==> src/rtl/minterm_index_counter.sv <==
// Loadable/clearable up-counter used as the minterm index, with a last-value flag.
module minterm_index_counter #(
   parameter int W = 4
) (
   input  logic         clk,
   input  logic         reset,
   input  logic         clr,
   input  logic         load,
   input  logic [W-1:0] load_val,
   input  logic         inc,
   output logic [W-1:0] value,
   output logic         at_last
);

   // Clear wins over load, load wins over increment.
   always_ff @(posedge clk) begin
      if (reset || clr)
         value <= '0;
      else if (load)
         value <= load_val;
      else if (inc)
         value <= value + 1'b1;
   end

   assign at_last = (value == {W{1'b1}});

endmodule

==> config.mk <==
export PLATFORM = sky130hd
export DESIGN_NAME = minterm_index_counter
export DESIGN_NICKNAME = d
export VERILOG_FILES = /design/src/rtl/minterm_index_counter.sv
export SDC_FILE = /design/constraint.sdc
export NUM_CORES = 1
export LEC_CHECK = 0
export ABC_CLOCK_PERIOD_IN_PS = 1300
export BUFFER_PORTS_ARGS = -buffer_cell sky130_fd_sc_hd__buf_2
export CORE_AREA = 4 4 41 43
export CTS_CLUSTER_DIAMETER = 200
export DETAILED_ROUTE_END_ITERATION = 8
export DIE_AREA = 0 0 45 47
export PLACE_DENSITY = 0.38
export REMOVE_ABC_BUFFERS = 1
export SETUP_SLACK_MARGIN = 0.3
export SLEW_MARGIN = 15
export SYNTH_ARGS = -nofsm -noshare
export SYNTH_HDL_FRONTEND = slang
export SYNTH_SLANG_ARGS = --single-unit
export TNS_END_PERCENT = 20
==> constraint.sdc <==
create_clock -name clk -period 1.3 [get_ports clk]
set_input_delay 0.065 -clock clk [delete_from_list [all_inputs] [get_ports clk]]
set_output_delay 0.065 -clock clk [all_outputs]
set_load 0.05 [all_outputs]
* Word level (Yosys, flattened, before mapping)
Cells that the tools add are included.
** Operators by class
- Reductions and logical operators :: 2
- Equal/unequal tests :: 1
- Muxes and demuxes :: 2
- Add/subtract/negate cells :: 1
** Operator list (number)
- 2-to-1 mux 4 bit :: 2
- adder 4 x 1 -> 4 bit, second input constant :: 1
- equality test 4 bit, second input constant :: 1
- nonzero test 2 bit :: 1
- logical OR 1 bit :: 1
** Word-level totals
- Output and inout bits :: 5
- Register bits :: 4
- Input bits :: 9
- Word-level logic and storage cells :: 7

* Logic depth before layout (Yosys ltp)
Gate-level depths: netlist of the first run.
- Depth in word-level cells :: 3
- Gate-level depth with buffers :: 4
- Mapped depth without buffers :: 4

* Worst setup path after synthesis of the first run
OpenSTA, ideal clock, no wires.
- Path type :: reg2out
- Start :: register value[0]
- End :: output port at_last
- Path buffers :: 0
- Data required time :: 1235 ps
- Stages on the path, launching flop included :: 3
- Arrival time :: 1370 ps
- Path slack :: -135 ps
- Cells stage by stage :: dfxtp_1 -> ha_1 -> and3_1
** On the way
- Longest elaborated chain between the ends :: 1
** RTL lines
- start, declared :: RTL line 11 : output logic [W-1:0] value,
- start signal, assigned :: RTL line 20 : value <= load_val;
- start signal, assigned :: RTL line 22 : value <= value + 1'b1;
- equality test 4 bit :: RTL line 25 : assign at_last = (value == {W{1'b1}});
- end, declared :: RTL line 12 : output logic at_last
No other way between the ends.

* Worst setup path after layout of the first run
- Start :: register value[1]
- End :: output port at_last
Same word-level chain as after synthesis.

==> results of run 1 <==
[how the worst min path moves through the flow]
stage           startpoint  endpoint  slack [ps]  cells after the start
6_report       load_val[2]  value[2]         110                      3
5_1_grt        load_val[3]  value[3]         130                      3
4_1_cts        load_val[2]  value[2]         100                      3
3_5_place_dp   load_val[2]  value[2]         340                      3
3_3_place_gp   load_val[2]  value[2]         360                      3
2_1_floorplan         load  value[2]         240                      2
[synthesized netlist by cell type]
library cell	count	area, um2
xnor2_1	1	8.76
ha_1	1	12.5
nand2_1	3	11.3
nand4_1	1	6.26
mux2i_1	1	10.0
and2_1	2	12.5
inv_1	1	3.75
nor2_1	1	3.75
o21ai_0	4	20.0
and3_1	1	6.26
xor2_1	2	17.5
a21oi_1	2	10.0
dfxtp_1	4	80.1
[power groups by stage]
stage / logic (uW) / clock network, uW / registers (uW)
finish: 61.9 / 148 / 135
global route: 68.5 / 170 / 136
CTS: 63.2 / 158 / 135
detailed placement: 56.9 / 0 / 136
global placement: 56.9 / 0 / 136
floorplan: 16.0 / 0 / 154
[through the flow]
step / hold WS, ps / setup TNS, ps
after floorplan: 242 / -252
after global placement: 357 / 0
after detailed placement: 344 / 0
after CTS: 101 / 0
after global routing: 130 / 0
final: 106 / 0
[cell families after synthesis]
family / Yosys count / share of synthesized area (%)
AO/OA/AOI/OAI: 6 / 14.8
adder cells (fa/ha/maj): 1 / 6.17
XOR/XNOR: 3 / 13.0
buffers and inverters: 1 / 1.85
multiplexers: 1 / 4.94
flip-flops: 4 / 39.5
AND/OR/NAND/NOR: 8 / 19.8
[layer usage]
metal	wire length [um]	share of wire [%]	track usage, %
met4	0	0	8.77
met1	196	41	4.75
met3	44	9.1	2.30
met2	242	50	8.76
met5	0	0	0
[layout make-up]
cell class | count | area, um2 | area share (%)
multi-input combinational | 19 | 136 | 38.5
tap | 15 | 18.8 | 5.30
timing repair buffer | 15 | 90.1 | 25.4
clock buffer | 3 | 22.5 | 6.36
inverter | 1 | 3.75 | 1.06
sequential | 4 | 82.6 | 23.3
[repair_timing]
item	4_1_cts	5_1_grt
resized for setup	8	0
pin swaps	1	0
setup buffers	2	0
endpoints found under the setup margin	2	7
[worst max-delay path: cells and delay by family, from the launching register on]
kind / cells / cell delay, ps
DFF: 1 / 340
buffers and inverters: 1 / 140
and+or+nand+nor: 1 / 180
adders and majority gates: 1 / 130
==> reports/qor.txt, run 1 <==
Status: finished, final reports clean
Post-DR wirelength/cell: 8.46 um
GRT Util Overall: 5.76%
Distinct cells, synth: 13
Clk pwr share: 42.9%
H-Tree Depth: 1
Tot Pwr: 345 uW
Internal power: 258 uW
Largest registers: value: 4 flops
CTS buffer count: 3
Final Hold Fails: 0
Share of post-route cells with drive strength above 1: 52.4%
Switch share: 25.2%
Reg-to-reg startpoint: value[1]
MaxCap Viol Count: 0
Mapped Cells: 24
CP endpoint kind: output port
Port Buffers: 13
CP peak stage delay: 340 ps
Achievable clock frequency: 0.917 GHz
Combinational share of power: 18.0%
Mapped cell area: 203 um2
Drt drc: 0
CP Cell Sequence: ha_4 -> and3_4 -> buf_8
Die X: 45 um
Final min period: 1090 ps
Switching power: 86.8 uW
Critical path data required time: 1240 ps
CP Max Fanout: 2
Worst skew pair latency: 230 ps
Final std cells w/o fill: 57
Flop pwr share: 39.2%
CP Launch Type: register
Slowest library cell on the worst path: dfxtp_2
DR vias: 217
Gpl congestion: 0.630
Largest register FFs: 4
Dpl cells: 52
Number of DRC markers in iteration 0: 3
Reg clk slew, reported paths: 40 ps
Count of clock tree sinks: 4
Clk buf depth: 2
Reg-to-reg slack, setup: 290 ps
Commonest non-fill, non-tap cells in the layout: buf_2 (12), o21ai_0 (4), nand2_1 (3), clkbuf_4 (3)
Vias in the first global route: 205
Vias per inst: 3.81
Largest Register: value
Design Area, Final: 354 um2
Antenna diodes: 0
Worst reg2reg endpoint: value[1]
Initial Util: 15.6%
CTS root buf: clkbuf_4
Final core area utilization: 27.2%
Commonest non-fill, non-tap cell in the layout: buf_2
Power Dens Cells: 973 mW/mm2
Hold_buf cts: 0
Worst ir drop on vdd: 312 uV
Std cell rows: 13
Critical Path End: at_last
Core area: 0.00130 mm2
Number of I/O pins: 14
Total congestion overflow: 0
Final WS setup: 209 ps
Crit Path Class: register to output port
First-pass iteration count of the detailed router: 2
Mean Syn Cell Area: 8.45 um2
Slew @ Worst Pin: 249 ps
First-pass GRT wire length: 779 um
CP arrival: 1030 ps
Layout Skew: 1.76 ps
Worst Setup SP: value[1]
Setup Viol. Count Final: 0
Slew headroom: 83.5%
Synth-to-Final Area Change: 74.7%
Hold Crit Class: primary input to register
Drt total wl: 482 um
Pre-CTS setup slack: 186 ps
Leakage: 0.000169 uW
Filler instances: 154
Cells on worst reg2reg path: 4
Die area: 0.00212 mm2
Period utilization: 83.9%
#FFs+latches synth: 4
CTS tree: built
Initial antenna violation count: 0
DP HPWL: 397 um
Sequential-to-total area share from yosys stat: 39.5%
Largest net degree at the start of global routing: 6
DRT antenna net count: 0
Placed cell area: 287 um2
Die boundary height: 47 um
RSZ-0062 raised after global routing: yes
Max Slew Vio Count: 0
Nets: 54
Yosys warnings: 0
(Power assumes the default switching activity.)
==> run 2, diff against run 1 <==
--- a/config.mk
+++ b/config.mk
@@ -5,13 +5,14 @@
 export SDC_FILE = /design/constraint.sdc
 export NUM_CORES = 1
 export LEC_CHECK = 0
-export ABC_CLOCK_PERIOD_IN_PS = 1300
+export ABC_AREA = 1
+export ABC_CLOCK_PERIOD_IN_PS = 900
 export BUFFER_PORTS_ARGS = -buffer_cell sky130_fd_sc_hd__buf_2
 export CORE_AREA = 4 4 41 43
 export CTS_CLUSTER_DIAMETER = 200
 export DETAILED_ROUTE_END_ITERATION = 8
 export DIE_AREA = 0 0 45 47
-export PLACE_DENSITY = 0.38
+export PLACE_DENSITY = 0.42
 export REMOVE_ABC_BUFFERS = 1
 export SETUP_SLACK_MARGIN = 0.3
 export SLEW_MARGIN = 15
==> constraint.sdc (replaced) <==
create_clock -name clk -period 0.9 [get_ports clk]
set_input_delay 0.045 -clock clk [delete_from_list [all_inputs] [get_ports clk]]
set_output_delay 0.045 -clock clk [all_outputs]
set_load 0.05 [all_outputs]
==> run 2 against run 1 <==
The run now ends with negative setup slack left. Sequential share of layout area decreased by 3.4 points. First-iteration DRC count up 33%. Clock power rose by 47%. Cell count rose by 23%. Core utilization up 6.2 points. Largest cell class unchanged. Clock-buffer cell count stayed put. Sequential cell count did not move.
==> reports/qor.txt, run 2 <==
Die boundary height: 47 um
Vias in the first global route: 255
Post-DR wirelength/cell: 9.47 um
Count of clock tree sinks: 4
Period utilization: 119%
GRT Util Overall: 7.66%
Worst Setup SP: value[1]
Die area: 0.00212 mm2
Setup Viol. Count Final: 5
Final min period: 1070 ps
First-pass GRT wire length: 1.10 mm
Slew @ Worst Pin: 246 ps
Number of I/O pins: 14
Gpl congestion: 0.715
Largest Register: value
Core area: 0.00130 mm2
Port Buffers: 13
DRT antenna net count: 0
Yosys warnings: 0
MaxCap Viol Count: 0
Vias per inst: 4.24
CP arrival: 1030 ps
Distinct cells, synth: 14
Reg-to-reg startpoint: value[1]
Clk pwr share: 41.6%
#FFs+latches synth: 4
Filler instances: 161
Top cells by count, synth: nand2_1 (10), inv_1 (5), dfxtp_1 (4), nand3_1 (4), nor2_1 (3)
Mapped cell area: 234 um2
Dpl cells: 67
Final core area utilization: 33.4%
Sequential-to-total area share from yosys stat: 34.2%
Worst ir drop on vdd: 991 uV
Initial antenna violation count: 0
CTS root buf: clkbuf_4
Max Slew Vio Count: 0
Mapped Cells: 36
Internal power: 384 uW
Clk buf depth: 2
Hold slack: 65.8 ps
First-pass iteration count of the detailed router: 3
Total congestion overflow: 0
Switching power: 141 uW
Antenna diodes: 0
Power Dens Cells: 1210 mW/mm2
Synth-to-Final Area Change: 85.6%
Mean Syn Cell Area: 6.50 um2
Leakage: 0.000220 uW
Achievable clock frequency: 0.933 GHz
CP endpoint kind: output port
Share of the synthesized area in the top cell type: 34.2%
Reg clk slew, reported paths: 30 ps
Worst skew pair latency: 230 ps
Initial Util: 18.0%
CP Max Fanout: 2
Crit Path Class: register to output port
CTS buffer count: 3
Die X: 45 um
H-Tree Depth: 1
Most numerous cell in the Yosys netlist: nand2_1
Status: complete, but fails checks
Cell taking the most area after synthesis: dfxtp_1
Drt total wl: 663 um
CP Launch Type: register
Drt drc: 0
Slew headroom: 83.5%
Final std cells w/o fill: 70
Number of DRC markers in iteration 0: 4
Synth Flop Type: dfxtp_1
Hold_buf cts: 0
Layout Skew: 2.95 ps
Largest registers: value: 4 flops
Combinational share of power: 22.0%
Post-synth EDFFs: 0
Flop pwr share: 36.4%
Critical path data required time: 850 ps
Largest register FFs: 4
Final Hold Fails: 0
Nets: 67
Largest net degree at the start of global routing: 8
Failing checks: negative setup slack
Final WS setup: -172 ps
Commonest non-fill, non-tap cells in the layout: buf_2 (9), nand2_1 (8), inv_1 (5)
Commonest non-fill, non-tap cell in the layout: buf_2
Switch share: 26.8%
RSZ-0062 raised after global routing: yes
Share of post-route cells with drive strength above 1: 54.5%
Std cell rows: 13
Synth top area cells: dfxtp_1 (34%), nand2_1 (16%), nand3_1 (8.6%)
Hold Crit Class: primary input to register
Post-synth ARST share: 0%
DR vias: 297
CTS tree: built
Min-delay src: reset
DP HPWL: 527 um
run 2: changes by cell type after synthesis, sizes merged, moves of 2 or more:
cell,change
nand3,+4
o21ai,-3
inv,+4
nand2,+7
and2,-2
nor2,+3
xor2,-2
run 2: routing by layer:
layer	global-route usage (%)	up-vias	share of wire, %
met4	0	0	0
met2	11.3	13	46
li1	-	156	-
met5	0	-	0
met1	8.62	128	41
met3	7.28	0	13
run 2: logic make-up (layout without fill, tap and decap cells):
kind of cell | Yosys count | after routing | synth area share [%]
AOI/OAI and AO/OA | 5 | 5 | 12.8
adders and majority gates | 1 | 1 | 5.35
buffers and inverters | 5 | 24 | 8.02
DFF | 4 | 4 | 34.2
and+or+nand+nor | 21 | 21 | 39.6
run 2: power by group through the flow:
stage / Clock, uW / Sequential [uW] / Combinational (uW)
floorplan: 0 / 218 / 29.6
global placement: 0 / 193 / 99.1
detailed placement: 0 / 192 / 97.9
CTS: 230 / 193 / 112
global route: 257 / 192 / 126
finish: 218 / 191 / 116
run 2: what timing repair did:
action | CTS | global route
endpoints found under the setup margin | 9 | 9
cloned | 0 | 0
pin swaps | 1 | 2
gates resized for setup | 18 | 4
buffers inserted | 0 | 0
run 2: worst paths after layout:
| check | end | cells past startpoint | slack [ps] |
|---|---|---|---|
| worst min register to register | value[3] | 2 | 580 |
| worst max-delay path | at_last | 4 | -170 |
| worst max register to register | value[2] | 4 | -80 |
| worst min-delay path | value[1] | 4 | 70 |
run 2: final cells by class:
cell class                 instances  area [um2]  area share [%]
multi-input combinational         27         164            37.8
timing repair buffer              16         124            28.5
sequential                         4        86.3            19.9
clock buffer                       3        22.5            5.19
inverter                           5        18.8            4.32
tap                               15        18.8            4.32
run 2: stage by stage:
step / setup TNS [ps] / power (uW) / instance area, um2 / setup slack (ps)
floorplan: -2020 / 247 / 234 / -818
global placement: -175 / 292 / 340 / -99.8
detailed placement: -192 / 290 / 340 / -109
CTS: -387 / 535 / 420 / -200
global route: -637 / 575 / 434 / -247
finish: -333 / 525 / 434 / -172
run 2: worst max-delay path, stage by stage, from the launching register on:
cell	delay [ps]
dfxtp_2	340
ha_4	140
nand2_2	60
nor2_2	100
buf_6	160
==> run 3, diff against run 2 <==
--- a/config.mk
+++ b/config.mk
@@ -5,14 +5,13 @@
 export SDC_FILE = /design/constraint.sdc
 export NUM_CORES = 1
 export LEC_CHECK = 0
-export ABC_AREA = 1
 export ABC_CLOCK_PERIOD_IN_PS = 900
 export BUFFER_PORTS_ARGS = -buffer_cell sky130_fd_sc_hd__buf_2
 export CORE_AREA = 4 4 41 43
 export CTS_CLUSTER_DIAMETER = 200
 export DETAILED_ROUTE_END_ITERATION = 8
 export DIE_AREA = 0 0 45 47
-export PLACE_DENSITY = 0.42
+export PLACE_DENSITY_LB_ADDON = 0.08
 export REMOVE_ABC_BUFFERS = 1
 export SETUP_SLACK_MARGIN = 0.3
 export SLEW_MARGIN = 15
==> run 3 against run 2 <==
The flow still finishes with violations (negative setup slack). Clock-buffer cell count unchanged. Highest routed layer is now met4. Combinational power down 12%. Critical endpoint unchanged. Cell count shrank 17%. Clock power is essentially flat. Non-clock buffer count stayed put. Die area unchanged. Largest cell class unchanged. Sequential power is 2% higher.
==> reports/qor.txt, run 3 (synthesized netlist as in run 1, its figures left out) <==
Status: complete, but fails checks
Failing checks: negative setup slack
Hold slack: 93.1 ps
Total congestion overflow: 0
H-Tree Depth: 1
DR vias: 229
CTS buffer count: 3
Die boundary height: 47 um
Share of post-route cells with drive strength above 1: 53.5%
Die area: 0.00212 mm2
Pre-CTS setup slack: -178 ps
Clk buf depth: 2
GRT Util Overall: 7.66%
Largest registers: value: 4 flops
Commonest non-fill, non-tap cells in the layout: buf_2 (8), buf_4 (4), o21ai_0 (3), nand2_1 (3), clkbuf_4 (3)
MaxCap Viol Count: 0
Drt drc: 0
CP Max Fanout: 2
Worst ir drop on vdd: 416 uV
Port Buffers: 13
Power Dens Cells: 1330 mW/mm2
Final WS setup: -173 ps
CP peak stage delay: 340 ps
CTS root buf: clkbuf_4
Final min period: 1070 ps
Reg-to-reg startpoint: value[0]
Initial antenna violation count: 0
Hold Crit Class: primary input to register
Commonest non-fill, non-tap cell in the layout: buf_2
Number of I/O pins: 14
RSZ-0062 raised after global routing: yes
Reg-to-reg slack, setup: -140 ps
Vias in the first global route: 243
Cells on worst reg2reg path: 4
Min-delay src: load_val[2]
Setup Viol. Count Final: 6
Core area: 0.00130 mm2
Hold_buf cts: 0
Initial Util: 15.6%
CP arrival: 1030 ps
CP endpoint kind: output port
First-pass iteration count of the detailed router: 1
CP Launch Type: register
Leakage: 0.000178 uW
Layout Skew: 0.273 ps
Die X: 45 um
Slowest library cell on the worst path: dfxtp_2
DRT antenna net count: 0
CP Cell Sequence: ha_4 -> and3_4 -> buf_8
CTS tree: built
Min-Delay Endpoint: value[2]
Gpl congestion: 0.675
Antenna diodes: 0
Reg clk slew, reported paths: 40 ps
Nets: 55
Number of DRC markers in iteration 0: 0
Synth-to-Final Area Change: 90.7%
Post-DR wirelength/cell: 9.47 um
Filler instances: 149
Largest net degree at the start of global routing: 6
First-pass GRT wire length: 1.01 mm
Drt total wl: 549 um
Worst skew pair latency: 230 ps
Achievable clock frequency: 0.932 GHz
Std cell rows: 13
Critical path data required time: 850 ps
Slew @ Worst Pin: 166 ps
Largest register FFs: 4
Max Slew Vio Count: 0
Period utilization: 119%
Count of clock tree sinks: 4
Crit Path Class: register to output port
Largest Register: value
Slew headroom: 88.6%
Vias per inst: 3.95
Worst reg2reg endpoint: value[1]
Hold Path Stages: 3
Final Hold Fails: 0
-- run 3: changes by cell type in the layout (fill, tap and decap cells not counted), moves of 2 or more --
cell / change
nand2_2: -2
and2_1: +2
inv_1: -4
nand3_1: -3
nand2_1: -5
o21ai_0: +3
xor2_1: +2
nor2_2: -2
-- run 3: worst max-delay path by stage --
stage              from  endpoint  slack [ps]  cells after the start
3_3_place_gp   value[0]  value[1]        -150                      4
5_1_grt        value[0]   at_last        -220                      3
3_5_place_dp   value[0]  value[1]        -180                      4
6_report       value[0]   at_last        -170                      3
4_1_cts        value[1]   at_last        -180                      3
2_1_floorplan  value[0]  value[1]        -520                      4
-- run 3: what timing repair did --
| action | CTS | global route |
|---|---|---|
| resized for setup | 16 | 1 |
| setup buffers | 0 | 1 |
| endpoints found under the setup margin | 9 | 9 |
| endpoints found under the hold margin | 0 | 0 |
| gates cloned | 0 | 0 |
| pin swaps | 1 | 1 |
-- run 3: power by group --
part           internal [uW]  total, uW  switching, uW  leakage [uW]
sequential               187        195           8.02     0.0000336
clock                    149        216           67.5     0.0000138
combinational           46.4        102           56.0      0.000130
-- run 3: area by class of cell --
cell class / count / area [um2] / share of cell area [%]
Tap cell: 15 / 18.8 / 4.85
Clock buffer: 3 / 22.5 / 5.83
Sequential cell: 4 / 82.6 / 21.4
Multi-Input combinational cell: 19 / 136 / 35.3
Inverter: 1 / 3.75 / 0.971
Timing Repair Buffer: 16 / 123 / 31.7
-- run 3: stage by stage --
| step | power [uW] | cells | util (%) | TNS, ps | cell area [um2] |
|---|---|---|---|---|---|
| 2_1_floorplan | 245 | 24 | - | -1990 | 203 |
| 3_3_place_gp | 282 | 54 | 23.2 | -236 | 302 |
| 3_5_place_dp | 285 | 54 | 23.2 | -312 | 302 |
| 4_1_cts | 521 | 57 | 28.8 | -457 | 375 |
| 5_1_grt | 560 | 58 | 29.7 | -1010 | 387 |
| 6_report | 514 | 58 | 29.7 | -544 | 387 |
-- run 3: worst max-delay path: cells and delay by family (launching register included) --
| family | cells | cell delay (ps) |
|---|---|---|
| flip-flops | 1 | 340 |
| adder cells (fa/ha/maj) | 1 | 130 |
| AND/OR/NAND/NOR | 1 | 180 |
| buffers and inverters | 1 | 140 |
-- run 3: per-layer routing --
layer  part of all wire, %  up-vias  track usage (%)
met5                     0        -                0
met2                    37       15             8.47
met1                    45       91             7.94
li1                      -      121                -
met4                   3.5        0             12.3
met3                    14        2             4.21
